[config.mk]
export PLATFORM = sky130hd
export DESIGN_NAME = sat_sub_16bit_seq_flat
export DESIGN_NICKNAME = d
export VERILOG_FILES = /design/src/rtl/sat_sub_16bit_seq_if.sv /design/src/rtl/sat_sub_16bit_seq.sv /design/src/flat_wrapper.sv
export SDC_FILE = /design/constraint.sdc
export NUM_CORES = 1
export LEC_CHECK = 0
export ABC_AREA = 1
export BUFFER_PORTS_ARGS = -buffer_cell sky130_fd_sc_hd__buf_4
export CAP_MARGIN = 30
export CORE_AREA = 2 2 105 107
export DETAILED_ROUTE_END_ITERATION = 8
export DIE_AREA = 0 0 107 109
export PLACE_DENSITY = 0.62
export RECOVER_POWER = 50
export SLEW_MARGIN = 30
export SYNTH_ARGS = -nofsm -noshare
export SYNTH_HDL_FRONTEND = slang
export SYNTH_SLANG_ARGS = --single-unit
[constraint.sdc]
create_clock -name clk -period 3.7 [get_ports clk]
set_clock_uncertainty 0.1 [all_clocks]
set_input_delay 0.185 -clock clk [delete_from_list [all_inputs] [get_ports clk]]
set_output_delay 0.185 -clock clk [all_outputs]
set_load 0.01 [all_outputs]
[src/rtl/sat_sub_16bit_seq_if.sv]
// Operand/result handshake bundle for sat_sub_16bit_seq.
// sat_en exists only when SAT_SUB_WRAP_MODE_EN is defined.
interface sat_sub_16bit_seq_if #(
   parameter int WIDTH = 16
);
   logic             start_valid;
   logic             start_ready;
   logic [WIDTH-1:0] A;
   logic [WIDTH-1:0] B;
   logic             res_valid;
   logic             res_ready;
   logic [WIDTH-1:0] Diff;
   logic             Cout;
   logic             N;
   logic             Z;
   logic             V;
`ifdef SAT_SUB_WRAP_MODE_EN
   logic             sat_en;

   modport master (
      output start_valid, A, B, res_ready, sat_en,
      input  start_ready, res_valid, Diff, Cout, N, Z, V
   );
   modport slave (
      input  start_valid, A, B, res_ready, sat_en,
      output start_ready, res_valid, Diff, Cout, N, Z, V
   );
`else
   modport master (
      output start_valid, A, B, res_ready,
      input  start_ready, res_valid, Diff, Cout, N, Z, V
   );
   modport slave (
      input  start_valid, A, B, res_ready,
      output start_ready, res_valid, Diff, Cout, N, Z, V
   );
`endif
endinterface

[src/rtl/sat_sub_16bit_seq.sv]
// Slice-serial saturating subtractor, A + ~B + 1, one SLICE_W slice per cycle.
// Define SAT_SUB_WRAP_MODE_EN to add the sat_en wrap-around select.
module sat_sub_16bit_seq #(
   parameter int WIDTH   = 16,
   parameter int SLICE_W = 4
) (
   input logic               clk,
   input logic               rst_n,
   sat_sub_16bit_seq_if.slave bus
);
   localparam int NS = WIDTH / SLICE_W;
   localparam int CW = (NS > 1) ? $clog2(NS) : 1;
   localparam logic [CW-1:0] LAST = CW'(NS - 1);
   localparam logic [WIDTH-1:0] MAX_POS = {1'b0, {(WIDTH-1){1'b1}}};
   localparam logic [WIDTH-1:0] MIN_NEG = {1'b1, {(WIDTH-1){1'b0}}};

   typedef enum logic [1:0] {IDLE, BUSY, DONE} state_t;

   state_t           state_q, state_d;
   logic [CW-1:0]    cnt_q, cnt_d;
   logic             carry_q, carry_d;
   logic [WIDTH-1:0] a_q, a_d;
   logic [WIDTH-1:0] nb_q, nb_d;
   logic [WIDTH-1:0] raw_q, raw_d;
   logic [WIDTH-1:0] diff_q, diff_d;
   logic             cout_q, cout_d;
   logic             n_q, n_d;
   logic             z_q, z_d;
   logic             v_q, v_d;
   logic             sat_use;
   logic             ovf;
   logic [SLICE_W:0] sum;
   int               idx;

`ifdef SAT_SUB_WRAP_MODE_EN
   logic sat_q, sat_d;
`endif

   always_comb begin
      state_d = state_q;
      cnt_d   = cnt_q;
      carry_d = carry_q;
      a_d     = a_q;
      nb_d    = nb_q;
      raw_d   = raw_q;
      diff_d  = diff_q;
      cout_d  = cout_q;
      n_d     = n_q;
      z_d     = z_q;
      v_d     = v_q;
      ovf     = 1'b0;
      sum     = '0;
      idx     = int'(cnt_q) * SLICE_W;
`ifdef SAT_SUB_WRAP_MODE_EN
      sat_d   = sat_q;
      sat_use = sat_q;
`else
      sat_use = 1'b1;
`endif
      unique case (state_q)
         IDLE: begin
            if (bus.start_valid) begin
               a_d     = bus.A;
               nb_d    = ~bus.B;
               carry_d = 1'b1;
               cnt_d   = '0;
`ifdef SAT_SUB_WRAP_MODE_EN
               sat_d   = bus.sat_en;
`endif
               state_d = BUSY;
            end
         end
         BUSY: begin
            sum = {1'b0, a_q[idx +: SLICE_W]}
                + {1'b0, nb_q[idx +: SLICE_W]}
                + {{SLICE_W{1'b0}}, carry_q};
            raw_d[idx +: SLICE_W] = sum[SLICE_W-1:0];
            carry_d = sum[SLICE_W];
            cnt_d   = cnt_q + 1'b1;
            if (cnt_q == LAST) begin
               // operand signs differ iff a_msb equals inverted b_msb
               ovf = (a_q[WIDTH-1] == nb_q[WIDTH-1])
                   & (raw_d[WIDTH-1] != a_q[WIDTH-1]);
               cout_d = sum[SLICE_W];
               v_d    = ovf;
               if (ovf & sat_use)
                  diff_d = a_q[WIDTH-1] ? MIN_NEG : MAX_POS;
               else
                  diff_d = raw_d;
               n_d     = diff_d[WIDTH-1];
               z_d     = (diff_d == '0);
               state_d = DONE;
            end
         end
         DONE: begin
            if (bus.res_ready) state_d = IDLE;
         end
         default: state_d = IDLE;
      endcase
   end

   always_ff @(posedge clk or negedge rst_n) begin
      if (!rst_n) begin
         state_q <= IDLE;
         cnt_q   <= '0;
         carry_q <= 1'b0;
         a_q     <= '0;
         nb_q    <= '0;
         raw_q   <= '0;
         diff_q  <= '0;
         cout_q  <= 1'b0;
         n_q     <= 1'b0;
         z_q     <= 1'b0;
         v_q     <= 1'b0;
`ifdef SAT_SUB_WRAP_MODE_EN
         sat_q   <= 1'b1;
`endif
      end else begin
         state_q <= state_d;
         cnt_q   <= cnt_d;
         carry_q <= carry_d;
         a_q     <= a_d;
         nb_q    <= nb_d;
         raw_q   <= raw_d;
         diff_q  <= diff_d;
         cout_q  <= cout_d;
         n_q     <= n_d;
         z_q     <= z_d;
         v_q     <= v_d;
`ifdef SAT_SUB_WRAP_MODE_EN
         sat_q   <= sat_d;
`endif
      end
   end

   assign bus.start_ready = (state_q == IDLE);
   assign bus.res_valid   = (state_q == DONE);
   assign bus.Diff        = diff_q;
   assign bus.Cout        = cout_q;
   assign bus.N           = n_q;
   assign bus.Z           = z_q;
   assign bus.V           = v_q;
endmodule

[src/flat_wrapper.sv]
// flat-port wrapper written by rule: the top's interface ports become plain ports
module sat_sub_16bit_seq_flat 
#(
   parameter int WIDTH   = 16,
   parameter int SLICE_W = 4
)
  (clk, rst_n, bus_start_valid, bus_A, bus_B, bus_res_ready, bus_start_ready, bus_res_valid, bus_Diff, bus_Cout, bus_N, bus_Z, bus_V);
  sat_sub_16bit_seq_if #(.WIDTH(WIDTH)) bus_i ();
  input logic clk;
  input logic rst_n;
  input wire logic [$bits(bus_i.start_valid)-1:0] bus_start_valid;
  input wire logic [$bits(bus_i.A)-1:0] bus_A;
  input wire logic [$bits(bus_i.B)-1:0] bus_B;
  input wire logic [$bits(bus_i.res_ready)-1:0] bus_res_ready;
  output wire logic [$bits(bus_i.start_ready)-1:0] bus_start_ready;
  output wire logic [$bits(bus_i.res_valid)-1:0] bus_res_valid;
  output wire logic [$bits(bus_i.Diff)-1:0] bus_Diff;
  output wire logic [$bits(bus_i.Cout)-1:0] bus_Cout;
  output wire logic [$bits(bus_i.N)-1:0] bus_N;
  output wire logic [$bits(bus_i.Z)-1:0] bus_Z;
  output wire logic [$bits(bus_i.V)-1:0] bus_V;
  assign bus_i.start_valid = bus_start_valid;
  assign bus_i.A = bus_A;
  assign bus_i.B = bus_B;
  assign bus_i.res_ready = bus_res_ready;
  assign bus_start_ready = bus_i.start_ready;
  assign bus_res_valid = bus_i.res_valid;
  assign bus_Diff = bus_i.Diff;
  assign bus_Cout = bus_i.Cout;
  assign bus_N = bus_i.N;
  assign bus_Z = bus_i.Z;
  assign bus_V = bus_i.V;
  sat_sub_16bit_seq #(.WIDTH(WIDTH), .SLICE_W(SLICE_W)) u_core (.clk(clk), .rst_n(rst_n), .bus(bus_i));
endmodule
==> run metrics, run 1 <==
Power per Cell Area 935.8 nW/um^2; io pins 58; fin. max-slew vios 73; Antenna Nets Post-Route 0; # H-tree levels 3; status complete, but fails checks; clk sinks 72; max_slew headroom -16.98%; Critical path buffers and inverters 2; Max FO, Critical Path 14; average cell area after synthesis 8.406 sq um; crit path cell chain inv_1, o21ai_0, o22ai_1, fa_1, inv_1, fa_1, xor2_1, nor2_1, nand2_1, o22ai_1, o21ai_0, nand2_2, nor3_2, nand2_1, nand2_1; cell family with most CP delay compound AO/OA/AOI/OAI gates; RSZ-0062 raised after global routing false; worst hold margin 0.2849 ns; Worst Path Arrival 3.29 ns; Chip Height 109 um; most frequent cells in the layout nand2_1 (137), dfrtp_1 (72), o21ai_0 (61); largest net degree at the start of global routing 73; CTS root buf clkbuf_8; CTS buffer count 9; Slew @ Worst Pin 1.755 ns; Tcrit/Tclk final 84.75%; Tmin final 3.136 ns; most frequent cell on the critical path nand2_1; initial antenna violation count 0; Final setup viols 0; share of post-route cells with drive strength above 1 16.28%; CTS tree built; Worst setup EP type flip-flop; syn_nets 477; register-to-register path setup slack 0.56 ns; Crit Path Class reg2reg; Starting Density 34.09%; # Post-CTS Setup Buffers 0; Die Width 107 um; Max Buffers Root-to-Sink 2; register area share after synthesis 49.84%; Worst EP required 3.86 ns; drt total wl 8540 um; Post-Syn Area 3615 sq um; dpl cell area 4160 sq um; Final nets 564; area of the die 11660 sq um; First-pass DRT Iterations 6; # rows 38; area delta synth->final 29.35%; fin area 4676 sq um; I/O Buffers 57; max_cap viols 1; register bit total from synthesis 72; Vias/cell 4.770; dpl hpwl 5879 um; GRT Total Usage 15.73%; first-pass GRT wire length 14450 um; Remaining Overflow, GRT 0; via count 3158; Hold Crit Class in2reg; worst IR drop on VDD 379.8 uV; core area 10600 sq um; commonest non-fill, non-tap cell in the layout nand2_1; final core occ 44.10%; slowest CP cell dfrtp_1; Max Freq 0.3189 GHz; failing checks capacitance limit, slew limit; Iteration-0 DRC Markers 130; Antenna Cells 0; clk slew on worst S/H paths 0.08 ns; wire per inst 12.90 um; leak pwr 2.224 nW; PnR Total Power 0.004375 W; Mapped Cells 430; synth unique cells 33; DRC viols 0; vias in the first global route 3036; Fin. Hold Viols 0; Placer Congestion 0.8774; Startpoint Class flip-flop; Clock Latency Late Sink 0.36 ns; Setup TNS 0 ns; yosys warns 0; CP peak stage delay 0.48 ns
-- cell type report --
| cell class | count | area, sq um |
|---|---|---|
| well taps | 140 | 175.2 |
| clock inverters | 7 | 95.09 |
| inverters | 45 | 168.9 |
| flip-flops and latches | 72 | 1802 |
| multi-input cells | 296 | 1572 |
| clock buffers | 9 | 123.9 |
| fillers | 1075 | 5927 |
| repair buffers | 93 | 739.5 |
-- what timing repair did --
action / in CTS / in global routing
hold buffers: 34 / 0
endpoints found under the hold margin: 105 / 0
resized for setup: 0 / 0
setup endpoints to repair: 0 / 0
-- registers in the layout, indices dropped and copies added, names as in the netlist --
register         cells
u_core.a_q          16
u_core.bus.Cout      1
u_core.bus.Diff     15
u_core.bus.N         1
u_core.bus.V         1
u_core.bus.Z         1
u_core.carry_q       1
u_core.cnt_q         2
u_core.nb_q         16
u_core.raw_q        16
u_core.state_q       2
-- path summary, 6_finish.rpt --
path / startpoint / end / cells after the start
min: bus_start_valid / u_core.state_q[0]$_DFFE_PN0P_ / 4
max: u_core.cnt_q[1]$_DFFE_PN0P_ / u_core.bus.Z$_DFFE_PN0P_ / 15
max in group asynchronous: rst_n / u_core.a_q[4]$_DFFE_PN0P_ / 2
min in group asynchronous: rst_n / u_core.bus.Diff[1]$_DFFE_PN0P_ / 2
max reg2reg: u_core.cnt_q[1]$_DFFE_PN0P_ / u_core.bus.Z$_DFFE_PN0P_ / 15
min reg2reg: u_core.bus.Diff[4]$_DFFE_PN0P_ / u_core.bus.Diff[4]$_DFFE_PN0P_ / 2
-- worst register-to-register path, cell delays in order, from the launching register on --
cell and delay, ns:
dfrtp_1 0.48, inv_1 0.36, o21ai_0 0.16, o22ai_1 0.21, fa_1 0.27, inv_1 0.07, fa_1 0.40, xor2_1 0.19
nor2_1 0.16, nand2_1 0.09, o22ai_1 0.19, o21ai_0 0.13, nand2_2 0.09, nor3_2 0.04, nand2_1 0.06, nand2_1 0.04
-- metrics by stage --
stage                     cells  setup WS (ns)
after floorplan             430         0.6661
after global placement      612         0.7171
after detailed placement    612         0.6162
after CTS                   662         0.5962
after global routing        662         0.3308
final                       662         0.5644
-- synth_stat cells, drive strengths merged --
| cell type | number | area [sq um] |
|---|---|---|
| nand4 | 3 | 33.78 |
| nand3 | 9 | 92.59 |
| o22ai | 15 | 93.84 |
| o21ai | 62 | 310.3 |
| a21boi | 1 | 7.510 |
| clkbuf | 12 | 45.04 |
| clkinv | 1 | 3.750 |
| o31ai | 1 | 7.510 |
| nor2 | 26 | 120.1 |
| fa | 2 | 40.04 |
| xor2 | 1 | 8.760 |
| a32oi | 2 | 17.52 |
| buf | 5 | 27.52 |
| nand2 | 144 | 578.1 |
| a21oi | 8 | 40.04 |
| inv | 44 | 165.1 |
| dfrtp | 72 | 1802 |
| ha | 9 | 112.6 |
| a22o | 1 | 8.760 |
| a31oi | 1 | 6.260 |
| nor3 | 2 | 15.01 |
| a2bb2oi | 9 | 78.83 |
-- metal layers --
metal / vias up / global-route usage (%) / part of all wire, % / routed length [um]
li1: 1574 / - / - / -
met1: 1491 / 21.33 / 49 / 4146
met2: 80 / 24.66 / 45 / 3873
met3: 13 / 3.825 / 4.6 / 391
met4: 0 / 5.566 / 1.5 / 129
met5: - / 0 / 0 / 0
-- power by group --
group,total (W),switching (W),internal (W)
clock,0.000686,0.000306,0.000380
combinational,0.00235,0.00149,0.000856
sequential,0.00134,0.000209,0.00113
-- logic make-up (layout without fill, tap and decap cells) --
group | count (synthesis) | after routing | synth area share, %
xor+xnor | 1 | 1 | 0.2423
buf+inv | 62 | 154 | 6.680
fa+ha+maj | 11 | 11 | 4.223
flops | 72 | 72 | 49.84
compound gates | 100 | 100 | 15.78
simple gates | 184 | 184 | 23.23
Note: power is estimated with default switching activity, not from simulation.
==> inputs of run 2 (changes only) <==
--- a/config.mk
+++ b/config.mk
@@ -11,7 +11,7 @@
 export CORE_AREA = 2 2 105 107
 export DETAILED_ROUTE_END_ITERATION = 8
 export DIE_AREA = 0 0 107 109
-export PLACE_DENSITY = 0.62
+export PLACE_DENSITY = 0.64
 export RECOVER_POWER = 50
 export SLEW_MARGIN = 30
 export SYNTH_ARGS = -nofsm -noshare
==> constraint.sdc (replaced) <==
create_clock -name clk -period 2.7 [get_ports clk]
set_clock_uncertainty 0.1 [all_clocks]
set_input_delay 0.135 -clock clk [delete_from_list [all_inputs] [get_ports clk]]
set_output_delay 0.135 -clock clk [all_outputs]
set_load 0.01 [all_outputs]
==> run 2 against run 1 <==
Effect of this change:
- the flow still finishes with violations (capacitance limit, slew limit)
- non-clock buffer count is 24 higher
- clock power grew 39%
- global-route usage increased by 0.36 points
- register-to-register slack lost 0.49 ns
- first-iteration DRC count decreased by 28%
- largest power group unchanged
- critical path depth rose by 2
- final area is 8.2% higher
- flip-flop and latch count unchanged
- setup slack worse by 0.49 ns
- combinational power increased by 74%
- utilization is 3.6 points higher
==> run metrics, run 2 (synthesis results as in run 1) <==
status complete, but fails checks; failing checks capacitance limit, slew limit; share of post-route cells with drive strength above 1 27.42%; DRC viols 0; largest net degree at the start of global routing 73; First-pass DRT Iterations 4; CP peak stage delay 0.47 ns; Starting Density 34.09%; reg2reg path depth 17; Final setup viols 0; CTS tree built; clk sinks 72; Tcrit/Tclk final 97.35%; # rows 38; commonest non-fill, non-tap cell in the layout nand2_1; PnR Total Power 0.006920 W; GRT Total Usage 16.10%; Max Buffers Root-to-Sink 2; register-to-register path setup slack 0.07 ns; Tmin final 2.628 ns; io pins 58; fin. max-slew vios 73; Place WS -0.03664 ns; max_slew headroom -18.11%; # H-tree levels 3; CTS root buf clkbuf_8; hold wc startpoint bus_start_valid; Clock Latency Late Sink 0.35 ns; slowest CP cell dfrtp_2; Post-Layout Cell Count 687; final core occ 47.70%; Antenna Cells 0; CTS buffer count 9; Startpoint Class flip-flop; Levels on crit path 17; initial antenna violation count 0; vias in the first global route 3175; clk slew on worst S/H paths 0.09 ns; Fin. Hold Viols 0; Power per Cell Area 1368 nW/um^2; Placer Congestion 0.8713; Iteration-0 DRC Markers 93; Die Width 107 um; wire per inst 12.88 um; area of the die 11660 sq um; RSZ-0062 raised after global routing true; hold-critical path depth 4; max_cap viols 1; most frequent cells in the layout nand2_1 (133), dfrtp_1 (70), buf_4 (69); Critical path buffers and inverters 2; WL met1 3991 um; dpl hpwl 6135 um; Antenna Nets Post-Route 0; dpl cell area 4304 sq um; Worst Path Arrival 2.78 ns; crit path cell chain clkinv_4, buf_6, nor2_2, o22ai_2, ha_4, a21oi_2, nand3_4, nand2_4, nand4_4, nand2_4, nand2_4, nand2_4, nand2_1, nand2_1, nor3_2, nand2_1, nand2_1; wire length on met3 389 um; Slew @ Worst Pin 1.772 ns; via count 3249; highest routed layer met4; cell family with most CP delay simple AND/OR/NAND/NOR gates; DR WL met2 4391 um; FF-to-FF End u_core.bus.Z$_DFFE_PN0P_; Largest regs u_core.a_q: 16 flops, u_core.nb_q: 16 flops, u_core.raw_q: 16 flops; fin area 5057 sq um; Hold Crit Class in2reg; Worst R2R Start u_core.cnt_q[0]$_DFFE_PN0P_; leak pwr 2.378 nW; final setup margin 0.07159 ns; Worst EP required 2.85 ns; I/O Buffers 57; Remaining Overflow, GRT 0; Final nets 589; Vias/cell 4.729; Fillers 1009; hold path endpoint u_core.state_q[0]$_DFFE_PN0P_; Crit Path Class reg2reg; worst IR drop on VDD 577.9 uV; drt total wl 8849 um; first-pass GRT wire length 15110 um; Worst setup EP type flip-flop; placed cell count 627; Max FO, Critical Path 7; area delta synth->final 39.91%; Max Freq 0.3805 GHz; Chip Height 109 um; core area 10600 sq um
run 2: changes by cell type in the layout (fill, tap and decap cells not counted), moves of 5 or more:
cell | before | now
buf_4 | 47 | 69
o21ai_0 | 61 | 50
nor2_1 | 23 | 15
nor2_2 | 0 | 7
o21ai_1 | 1 | 8
buf_6 | 0 | 5
o22ai_1 | 15 | 10
o22ai_2 | 0 | 5
run 2: where the power goes:
part / switching, W / total [W] / internal, W
combinational: 0.00234 / 0.00409 / 0.00175
clock: 0.000426 / 0.000951 / 0.000525
sequential: 0.000323 / 0.00188 / 0.00155
total: 0.00309 / 0.00692 / 0.00383
run 2: worst max-delay path by stage:
stage / slack (ns) / endpoint / from
floorplan: -0.05 / u_core.bus.Z$_DFFE_PN0P_ / u_core.cnt_q[0]$_DFFE_PN0P_
global placement: 0.03 / u_core.bus.Z$_DFFE_PN0P_ / u_core.cnt_q[0]$_DFFE_PN0P_
detailed placement: -0.04 / u_core.bus.Z$_DFFE_PN0P_ / u_core.cnt_q[0]$_DFFE_PN0P_
CTS: 0.002 / u_core.bus.Z$_DFFE_PN0P_ / u_core.cnt_q[1]$_DFFE_PN0P_
global route: -0.12 / u_core.bus.Z$_DFFE_PN0P_ / u_core.cnt_q[0]$_DFFE_PN0P_
finish: 0.07 / u_core.bus.Z$_DFFE_PN0P_ / u_core.cnt_q[0]$_DFFE_PN0P_
run 2: area by class of cell:
cell class	count	area (sq um)	share of cell area [%]
inverter	45	173.9	3.439
clock inverter	6	93.84	1.856
sequential	72	1804	35.68
multi-input combinational	296	1728	34.17
timing repair inverter	1	5.005	0.09896
clock buffer	10	127.6	2.523
tap	140	175.2	3.464
timing repair buffer	117	949.7	18.78
run 2: worst min-delay path, stage by stage:
cell and delay (ns):
buf_4 0.08, nand2_1 0.06, buf_4 0.26, o21ai_0 0.12
run 2: repair_timing:
| item | in CTS | in global routing |
|---|---|---|
| hold buffers | 34 | 0 |
| setup buffers | 0 | 9 |
| pin swaps | 0 | 22 |
| setup endpoints to repair | 2 | 19 |
| hold endpoints to repair | 105 | 0 |
| gates cloned | 0 | 1 |
| resized for setup | 1 | 47 |
run 2: per-stage QoR:
stage               setup TNS (ns)  hold WS, ns
floorplan                 -0.04533      -0.2606
global placement                 0       0.2120
detailed placement        -0.06081       0.2170
CTS                              0       0.2417
finish                           0       0.2457
global route               -0.4014       0.3037
run 2: per-layer routing:
metal | GRT usage, % | vias to the layer above
li1 | - | 1618
met1 | 20.95 | 1550
met2 | 27.57 | 75
met3 | 4.124 | 6
met4 | 2.690 | 0
met5 | 0 | -
